--- config.mk ---
export PLATFORM = sky130hd
export DESIGN_NAME = fetch_ctrl
export DESIGN_NICKNAME = d
export VERILOG_FILES = /design/src/rtl/fetch_pkg.sv /design/src/rtl/fetch_queue.sv /design/src/rtl/fetch_ctrl.sv
export SDC_FILE = /design/constraint.sdc
export NUM_CORES = 1
export LEC_CHECK = 0
export CORE_MARGIN = 1.5
export CORE_UTILIZATION = 40
export DETAILED_ROUTE_END_ITERATION = 12
export SLEW_MARGIN = 20
export SYNTH_ARGS = -nofsm -noshare
export SYNTH_HDL_FRONTEND = slang
export SYNTH_SLANG_ARGS = --single-unit
export TNS_END_PERCENT = 10
--- constraint.sdc ---
create_clock -name clk -period 6 [get_ports clk]
set_clock_uncertainty 0.2 [all_clocks]
set_input_delay 1.2 -clock clk [delete_from_list [all_inputs] [get_ports clk]]
set_output_delay 1.2 -clock clk [all_outputs]
set_load 0.005 [all_outputs]
--- src/rtl/fetch_pkg.sv ---
// rtl/fetch_pkg.sv - shared types and constants for the instruction fetch front end
package fetch_pkg;

   localparam logic [31:0] FETCH_BYTES = 32'd8;

   typedef struct packed {
      logic [31:0] pc;
      logic [63:0] instr;
      logic [1:0]  vld;
   } fetch_pkt_t;

   typedef enum logic [1:0] {
      REQ   = 2'd0,
      WAIT  = 2'd1,
      DRAIN = 2'd2
   } fetch_state_t;

   // Slot 1 is always live; slot 0 is dead when the fetch PC lands on the upper word.
   function automatic logic [1:0] slot_mask(input logic pc_bit2);
      return {1'b1, ~pc_bit2};
   endfunction

endpackage

--- src/rtl/fetch_queue.sv ---
// rtl/fetch_queue.sv - synchronous FIFO of fetch packets with flush
module fetch_queue
   import fetch_pkg::*;
#(
   parameter int DEPTH = 4
) (
   input  logic                     clk,
   input  logic                     rst_n,
   input  logic                     push,
   input  logic                     pop,
   input  logic                     flush,
   input  fetch_pkt_t               din,
   output fetch_pkt_t               dout,
   output logic                     empty,
   output logic                     full,
   output logic [$clog2(DEPTH):0]   count
);

   localparam int PW = $clog2(DEPTH);
   localparam int CW = PW + 1;

   fetch_pkt_t      mem [DEPTH];
   logic [PW-1:0]   wr_ptr;
   logic [PW-1:0]   rd_ptr;
   logic            do_push;
   logic            do_pop;

   assign empty   = (count == '0);
   assign full    = (count == CW'(DEPTH));
   assign do_pop  = pop & ~flush & ~empty;
   assign do_push = push & ~flush & (~full | do_pop);
   assign dout    = mem[rd_ptr];

   always_ff @(posedge clk) begin
      if (do_push) begin
         mem[wr_ptr] <= din;
      end
   end

   always_ff @(posedge clk or negedge rst_n) begin
      if (!rst_n) begin
         wr_ptr <= '0;
         rd_ptr <= '0;
         count  <= '0;
      end else if (flush) begin
         wr_ptr <= '0;
         rd_ptr <= '0;
         count  <= '0;
      end else begin
         if (do_push) begin
            wr_ptr <= wr_ptr + PW'(1);
         end
         if (do_pop) begin
            rd_ptr <= rd_ptr + PW'(1);
         end
         case ({do_push, do_pop})
            2'b10:   count <= count + CW'(1);
            2'b01:   count <= count - CW'(1);
            default: count <= count;
         endcase
      end
   end

endmodule

--- src/rtl/fetch_ctrl.sv ---
// rtl/fetch_ctrl.sv - fetch PC sequencing, single-outstanding icache requests, redirect handling
module fetch_ctrl
   import fetch_pkg::*;
#(
   parameter logic [31:0] RESET_PC = 32'h0000_0000,
   parameter int          FQ_DEPTH = 4
) (
   input  logic          clk,
   input  logic          rst_n,
   input  logic          i_redirect_vld,
   input  logic [31:0]   i_redirect_pc,
   output logic          o_icache_req,
   output logic [31:0]   o_icache_addr,
   input  logic          i_icache_ack,
   input  logic          i_icache_vld,
   input  logic [63:0]   i_icache_dat,
   output logic          o_pkt_vld,
   output logic [31:0]   o_pc,
   output logic [63:0]   o_instr,
   output logic [1:0]    o_instr_vld,
   input  logic          i_dec_rdy
);

   localparam int CW = $clog2(FQ_DEPTH) + 1;

   localparam logic [1:0] S_REQ   = 2'(REQ);
   localparam logic [1:0] S_WAIT  = 2'(WAIT);
   localparam logic [1:0] S_DRAIN = 2'(DRAIN);

   logic [1:0]    state;
   logic [31:0]   pc;
   logic [31:0]   req_pc;
   logic          accepted;
   logic          resp;
   logic          q_push;
   logic          q_pop;
   logic          q_empty;
   logic          q_full;
   logic [CW-1:0] q_count;
   logic          room;
   fetch_pkt_t    q_din;
   fetch_pkt_t    q_head;

   assign room          = (q_count < CW'(FQ_DEPTH)) & ~q_full;
   assign o_icache_req  = rst_n & (state == S_REQ) & room;
   assign o_icache_addr = {pc[31:3], 3'b000};
   assign accepted      = o_icache_req & i_icache_ack;
   assign resp          = (state == S_WAIT) & i_icache_vld;

   // A redirect kills both ends of the queue in the same cycle it flushes it.
   assign q_push = resp & ~i_redirect_vld;
   assign q_pop  = o_pkt_vld & i_dec_rdy & ~i_redirect_vld;

   assign q_din.pc    = req_pc;
   assign q_din.instr = i_icache_dat;
   assign q_din.vld   = slot_mask(req_pc[2]);

   fetch_queue #(
      .DEPTH (FQ_DEPTH)
   ) u_queue (
      .clk   (clk),
      .rst_n (rst_n),
      .push  (q_push),
      .pop   (q_pop),
      .flush (i_redirect_vld),
      .din   (q_din),
      .dout  (q_head),
      .empty (q_empty),
      .full  (q_full),
      .count (q_count)
   );

   assign o_pkt_vld   = ~q_empty;
   assign o_pc        = o_pkt_vld ? q_head.pc    : '0;
   assign o_instr     = o_pkt_vld ? q_head.instr : '0;
   assign o_instr_vld = o_pkt_vld ? q_head.vld   : 2'b00;

   always_ff @(posedge clk or negedge rst_n) begin
      if (!rst_n) begin
         state  <= S_REQ;
         pc     <= RESET_PC & 32'hFFFF_FFFC;
         req_pc <= '0;
      end else begin
         if (accepted) begin
            req_pc <= pc;
         end
         if (i_redirect_vld) begin
            pc <= i_redirect_pc & 32'hFFFF_FFFC;
            // Anything already accepted by the icache belongs to the old path and must be drained.
            case (state)
               S_REQ:   state <= accepted ? S_DRAIN : S_REQ;
               S_WAIT:  state <= i_icache_vld ? S_REQ : S_DRAIN;
               S_DRAIN: state <= i_icache_vld ? S_REQ : S_DRAIN;
               default: state <= S_REQ;
            endcase
         end else begin
            case (state)
               S_REQ: begin
                  if (accepted) begin
                     pc    <= o_icache_addr + FETCH_BYTES;
                     state <= S_WAIT;
                  end
               end
               S_WAIT: begin
                  if (i_icache_vld) begin
                     state <= S_REQ;
                  end
               end
               S_DRAIN: begin
                  if (i_icache_vld) begin
                     state <= S_REQ;
                  end
               end
               default: state <= S_REQ;
            endcase
         end
      end
   end

endmodule

==> flow_summary.json, run 1 <==
{
  "status": "completed",
  "r2r_end": "u_queue.mem[0][4]",
  "sw_frac_of_total_pct": 24.5,
  "yosysWarnings": 0,
  "hold_viol_final": 0,
  "p_switching_uw": 1950,
  "io-pin-count": 234,
  "cap_violations": 0,
  "antenna_found_initial": 0,
  "start_util_pct": 40.7,
  "cts_buffers": 47,
  "final_layout_size_suffix_gt1_share_pct": 15.4,
  "gp_congestion": 0.797,
  "end_kind": "primary output",
  "worst_slew_pin_slew_ps": 946,
  "hold_buffers": 0,
  "drv_slew": 0,
  "setup.worst_path.class": "register to primary output",
  "relSlewSlack_pct": 36.5,
  "final_common_cell": "edfxtp_1",
  "rr_startpoint": "state[1]",
  "cts.htree.levels": 2,
  "synth_area_leaders": "edfxtp_1 (63%), mux4_2 (12%), dfrtp_1 (9.5%)",
  "synth_area_per_cell_sq_um": 17.4,
  "track_usage_pct": 17.5,
  "grt_max_degree": 68,
  "ctsLongestPathBuffers": 3,
  "cts_root_buf": "clkbuf_16",
  "drt_iter0_markers": 617,
  "start_kind": "register",
  "arrival_ps": 3050,
  "final_cell_mix": "edfxtp_1 (380), clkdlybuf4s50_1 (225), nand2_1 (108), and2_1 (96), mux4_2 (95)",
  "die_x_um": 216,
  "power.total_uw": 7970,
  "syn_area_sq_mm": 0.0181,
  "hpwl_mm": 23.8,
  "use_met3_pct": 3.92,
  "synthFlopType": "edfxtp_1",
  "rsz0062_at_grt": "false",
  "synth_edf_count": 380,
  "cts_setup_buffers": 0,
  "ant_nets": 0,
  "crit_path_max_fanout": 63,
  "cts.sinks": 449,
  "pwr-share-clk_pct": 35.2,
  "p_per_area_mw_per_mm2": 356,
  "ys_seq_area_share_pct": 72.5,
  "fin_nets": 1356,
  "ys_ff_latch": 449,
  "postSynth.asyncResetShare_pct": 15.4,
  "rows": 77,
  "die_height_um": 216,
  "fin_crit_ps": 4450,
  "routed_wl_mm": 39.9,
  "synth_top_cell_area_share_pct": 63.0,
  "grt_pass1_wl_mm": 62.0,
  "p_leak_uw": 0.00740,
  "hp-class": "input pin to asynchronous set/reset pin",
  "final_cells": 1875,
  "ir_drop_mv": 0.186,
  "p_seq_share_pct": 48.3,
  "cts_tree": "done",
  "clkTransAtPathRegs_ps": 60,
  "grt_use_met1_pct": 24.8,
  "insertion_delay_ps": 560,
  "p_comb_share_pct": 16.5,
  "placed_cells": 1788,
  "die_area_sq_mm": 0.0466,
  "n_fill_cell": 3722,
  "grt_pass1_vias": 10300,
  "internal-power_uw": 6020,
  "busiest_layer": "met2",
  "firstDrtPassIters": 4,
  "antenna_cells": 0,
  "required_ps": 4600,
  "wire_per_inst_um": 21.3,
  "numPortBuffers": 226,
  "gr-total-overflow": 0,
  "avgViaCountPerCell": 5.20,
  "route.detailed.drc": 0,
  "postSynthCellCount": 1043,
  "rrSetupSlack_ps": 2630,
  "gr-usage-met2_pct": 27.1,
  "rr_worst_depth": 6,
  "vias": 9747,
  "min_period_over_period_pct": 74.1,
  "area_growth_pct": 23.3,
  "synth_top_cell_by_area": "edfxtp_1",
  "cts_resized": 0,
  "fin_setup_tns_ps": 0,
  "max_freq_mhz": 225,
  "setup_viol": 0,
  "core-area_sq_mm": 0.0445,
  "ys_types": 54
}
## synthesized netlist by cell type (all sizes together), types with 8 or more instances
cell type / count
nand3: 15
o21ai: 25
nand2: 108
mux4: 95
a31oi: 14
or4: 10
o31ai: 11
dfrtp: 69
and2: 100
edfxtp: 380
inv: 13
buf: 51
xnor2: 8
ha: 8
nor2: 23
clkbuf: 41
nand4: 10
## worst max-delay path by stage
stage,end,cells past startpoint,startpoint,slack (ps)
floorplan,u_queue.mem[0][0],4,i_dec_rdy,1060
global placement,u_queue.mem[0][2],5,i_icache_vld,1510
detailed placement,u_queue.mem[0][18],5,i_icache_vld,1460
CTS,o_instr[5],4,u_queue.count[2],1450
global route,o_instr[5],4,u_queue.count[2],1320
finish,o_instr[5],4,u_queue.count[2],1550
## logic make-up (layout without fill, tap and decap cells)
| kind of cell | after synthesis | in the layout | share of synthesized area (%) |
|---|---|---|---|
| buffers and inverters | 105 | 341 | 3.02 |
| adders and majority gates | 9 | 9 | 0.663 |
| AOI/OAI and AO/OA | 71 | 71 | 2.49 |
| xor gates and xnor gates | 13 | 13 | 0.628 |
| other | 1 | 5 | 0.0207 |
| muxes | 97 | 97 | 11.9 |
| and+or+nand+nor | 298 | 298 | 8.79 |
| DFF | 449 | 449 | 72.5 |
## critical path, stage by stage (launching register included)
cell and delay (ps):
dfrtp_1 480, or3_4 650, buf_4 520, and2_1 200, clkdlybuf4s50_1 580
## power by group through the flow
| stage | Sequential, uW | Combinational (uW) | Clock (uW) |
|---|---|---|---|
| after CTS | 3850 | 1350 | 2880 |
| final | 3850 | 1320 | 2800 |
| after global routing | 3890 | 1450 | 2990 |
| after detailed placement | 3920 | 1340 | 0 |
| after floorplan | 3840 | 721 | 0 |
| after global placement | 3900 | 1340 | 0 |
## area by class of cell
class | count | area, sq um | share of cell area [%]
multi-input cells | 493 | 4470 | 20.0
clock buffers | 66 | 1330 | 5.95
flip-flops and latches | 449 | 13100 | 58.8
inverters | 13 | 48.8 | 0.218
well taps | 592 | 741 | 3.31
clock inverters | 21 | 174 | 0.778
repair buffers | 241 | 2450 | 10.9
## registers in the layout (all words and copies together), names as in the netlist
register and count:
u_queue.count 3, req_pc 30, state 2, pc 30, u_queue.mem 380, u_queue.wr_ptr 2, u_queue.rd_ptr 2
## layer usage
layer | wire (um) | up-vias
met3 | 2350 | 49
met2 | 18700 | 271
li1 | - | 4391
met1 | 18200 | 5036
met4 | 676 | 0
met5 | 0 | -
## per-stage QoR
step           instance area, sq um  util (%)  hold WS (ps)  setup slack [ps]
3_5_place_dp                  20900      46.9           299              1460
5_1_grt                       22400      50.2           199              1320
6_report                      22400      50.2           229              1550
3_3_place_gp                  20900      46.9           291              1510
4_1_cts                       22400      50.2           194              1450
2_1_floorplan                 18100         -           250              1060
(Power assumes the default switching activity.)
==> run 2, diff against run 1 <==
==> constraint.sdc (replaced) <==
create_clock -name clk -period 3.6 [get_ports clk]
set_clock_uncertainty 0.2 [all_clocks]
set_input_delay 0.72 -clock clk [delete_from_list [all_inputs] [get_ports clk]]
set_output_delay 0.72 -clock clk [all_outputs]
set_load 0.005 [all_outputs]
==> run 2 against run 1 <==
Compared with the run above: clock power up 69%; sequential power up 67%; critical endpoint is now o_pc[2]; final area up 1.8%; via count up 0.35%; largest power group unchanged; sequential share of layout area down 1.1 points; utilization up 0.93 points.
==> flow_summary.json, run 2 (same netlist as run 1, synthesis figures left out) <==
{
  "min_period_over_period_pct": 97.6,
  "cts.sinks": 449,
  "hpwl_mm": 24.2,
  "crit_path_max_fanout": 25,
  "io-pin-count": 234,
  "antenna_found_initial": 2,
  "area_growth_pct": 25.6,
  "hold_viol_final": 0,
  "fin_crit_ps": 3510,
  "slowest_stage": "mux4_2",
  "avgViaCountPerCell": 5.16,
  "ant_nets": 0,
  "rr_worst_depth": 8,
  "routed_wl_mm": 39.8,
  "firstDrtPassIters": 5,
  "end_kind": "primary output",
  "arrival_ps": 2590,
  "start_kind": "register",
  "start_util_pct": 40.7,
  "final_cell_mix": "edfxtp_1 (380), clkdlybuf4s50_1 (184), nand2_1 (108), and2_1 (96), mux4_2 (95)",
  "hp-class": "input pin to asynchronous set/reset pin",
  "rows": 77,
  "grt_pass1_wl_mm": 61.7,
  "cts_root_buf": "clkbuf_16",
  "clkTransAtPathRegs_ps": 60,
  "grt_max_degree": 56,
  "final_layout_size_suffix_gt1_share_pct": 16.3,
  "setup_viol": 0,
  "insertion_delay_ps": 570,
  "fin_nets": 1375,
  "final_common_cell": "edfxtp_1",
  "power.total_uw": 13400,
  "placed_cells": 1803,
  "worst_slew_pin_slew_ps": 735,
  "critPathBufInv": 2,
  "relSlewSlack_pct": 51.0,
  "p_per_area_mw_per_mm2": 588,
  "rr_startpoint": "u_queue.count[2]",
  "rsz0062_at_grt": "true",
  "numPortBuffers": 226,
  "reg.largest.list": "u_queue.mem: 380 flops, pc: 30 flops, req_pc: 30 flops",
  "cts_buffers": 48,
  "route.detailed.drc": 0,
  "gr-total-overflow": 0,
  "max_freq_mhz": 285,
  "wire_per_inst_um": 21.0,
  "cts_tree": "done",
  "largest-register": "u_queue.mem",
  "holdWs_ps": 320,
  "drt_iter0_markers": 774,
  "drv_slew": 0,
  "rrSetupSlack_ps": 880,
  "cap_violations": 0,
  "gp_congestion": 0.806,
  "track_usage_pct": 17.4,
  "die_x_um": 216,
  "die_height_um": 216,
  "cts.htree.levels": 2,
  "ctsLongestPathBuffers": 3,
  "final_cells": 1896,
  "setup.worst_path.class": "register to primary output",
  "max_stage_delay_ps": 520,
  "status": "completed",
  "crit_family": "buffers and inverters",
  "core-area_sq_mm": 0.0445,
  "path_depth": 4,
  "p_leak_uw": 0.00824,
  "required_ps": 2680,
  "dp_worst_setup_slack_ps": 502,
  "ir_drop_mv": 0.334,
  "layout_setup_ws_ps": 86.8,
  "grt_pass1_vias": 10200,
  "r2r_end": "u_queue.count[2]",
  "largest_reg_flops": 380,
  "vias": 9781,
  "die_area_sq_mm": 0.0466,
  "worstPathCellList": "bufbuf_16 > mux4_2 > and2_1 > clkdlybuf4s50_1"
}
## run 2: cell types whose count changed in the layout (fill, tap and decap cells not counted), moves of 4 or more
cell	before	now
clkdlybuf4s50_1	225	184
dlymetal6s2s_1	0	38
clkinv_1	4	15
buf_12	6	14
clkbuf_1	13	5
clkbuf_8	4	0
## run 2: worst reg2reg max path: stages (launching register included)
cell and delay (ps):
dfrtp_1 480, or3_4 580, buf_12 230, nand3_1 140, nor2_1 60, fa_1 410, a2111oi_0 270, o21ai_0 140
a31oi_1 130
## run 2: area by class of cell
| type | count | area, sq um |
|---|---|---|
| Antenna cell | 1 | 2.50 |
| Clock buffer | 54 | 1240 |
| Clock inverter | 35 | 270 |
| Fill cell | 3684 | 21700 |
| Inverter | 13 | 48.8 |
| Multi-Input combinational cell | 493 | 4470 |
| Sequential cell | 449 | 13100 |
| Tap cell | 592 | 741 |
| Timing Repair Buffer | 259 | 2850 |
## run 2: worst max-delay path by stage
| stage | slack, ps | from | endpoint |
|---|---|---|---|
| 2_1_floorplan | -860 | i_dec_rdy | u_queue.mem[0][0] |
| 3_3_place_gp | 510 | u_queue.rd_ptr[1] | o_pc[8] |
| 5_1_grt | -30 | u_queue.rd_ptr[0] | o_instr_vld[0] |
| 6_report | 90 | u_queue.rd_ptr[0] | o_pc[2] |
| 3_5_place_dp | 500 | u_queue.rd_ptr[1] | o_pc[8] |
| 4_1_cts | 3 | u_queue.rd_ptr[0] | o_instr[53] |
## run 2: per-stage QoR
step	instance area (sq um)	setup TNS (ps)	utilization [%]
floorplan	18100	-244940	-
global placement	21100	0	47.4
detailed placement	21100	0	47.4
CTS	22700	0	50.9
global route	22800	-137	51.2
finish	22800	0	51.2
## run 2: power by group
| part | switching (uW) | internal (uW) | leakage [uW] |
|---|---|---|---|
| clock network | 1960 | 2770 | 0.000750 |
| logic | 989 | 1260 | 0.00322 |
| registers | 320 | 6100 | 0.00427 |
## run 2: what timing repair did
action	in CTS	in global routing
gates resized for setup	6	38
cloned	1	0
endpoints found under the setup margin	28	51
hold endpoints to repair	2	0
hold buffers	1	0
buffers inserted	1	0
## run 2: metal layers
metal | vias to the layer above | share of wire (%) | global-route usage [%]
li1 | 4441 | - | -
met1 | 4990 | 44 | 24.5
met2 | 297 | 48 | 27.6
met3 | 49 | 6.8 | 3.66
met4 | 4 | 1.6 | 4.92
met5 | - | 0.050 | 0
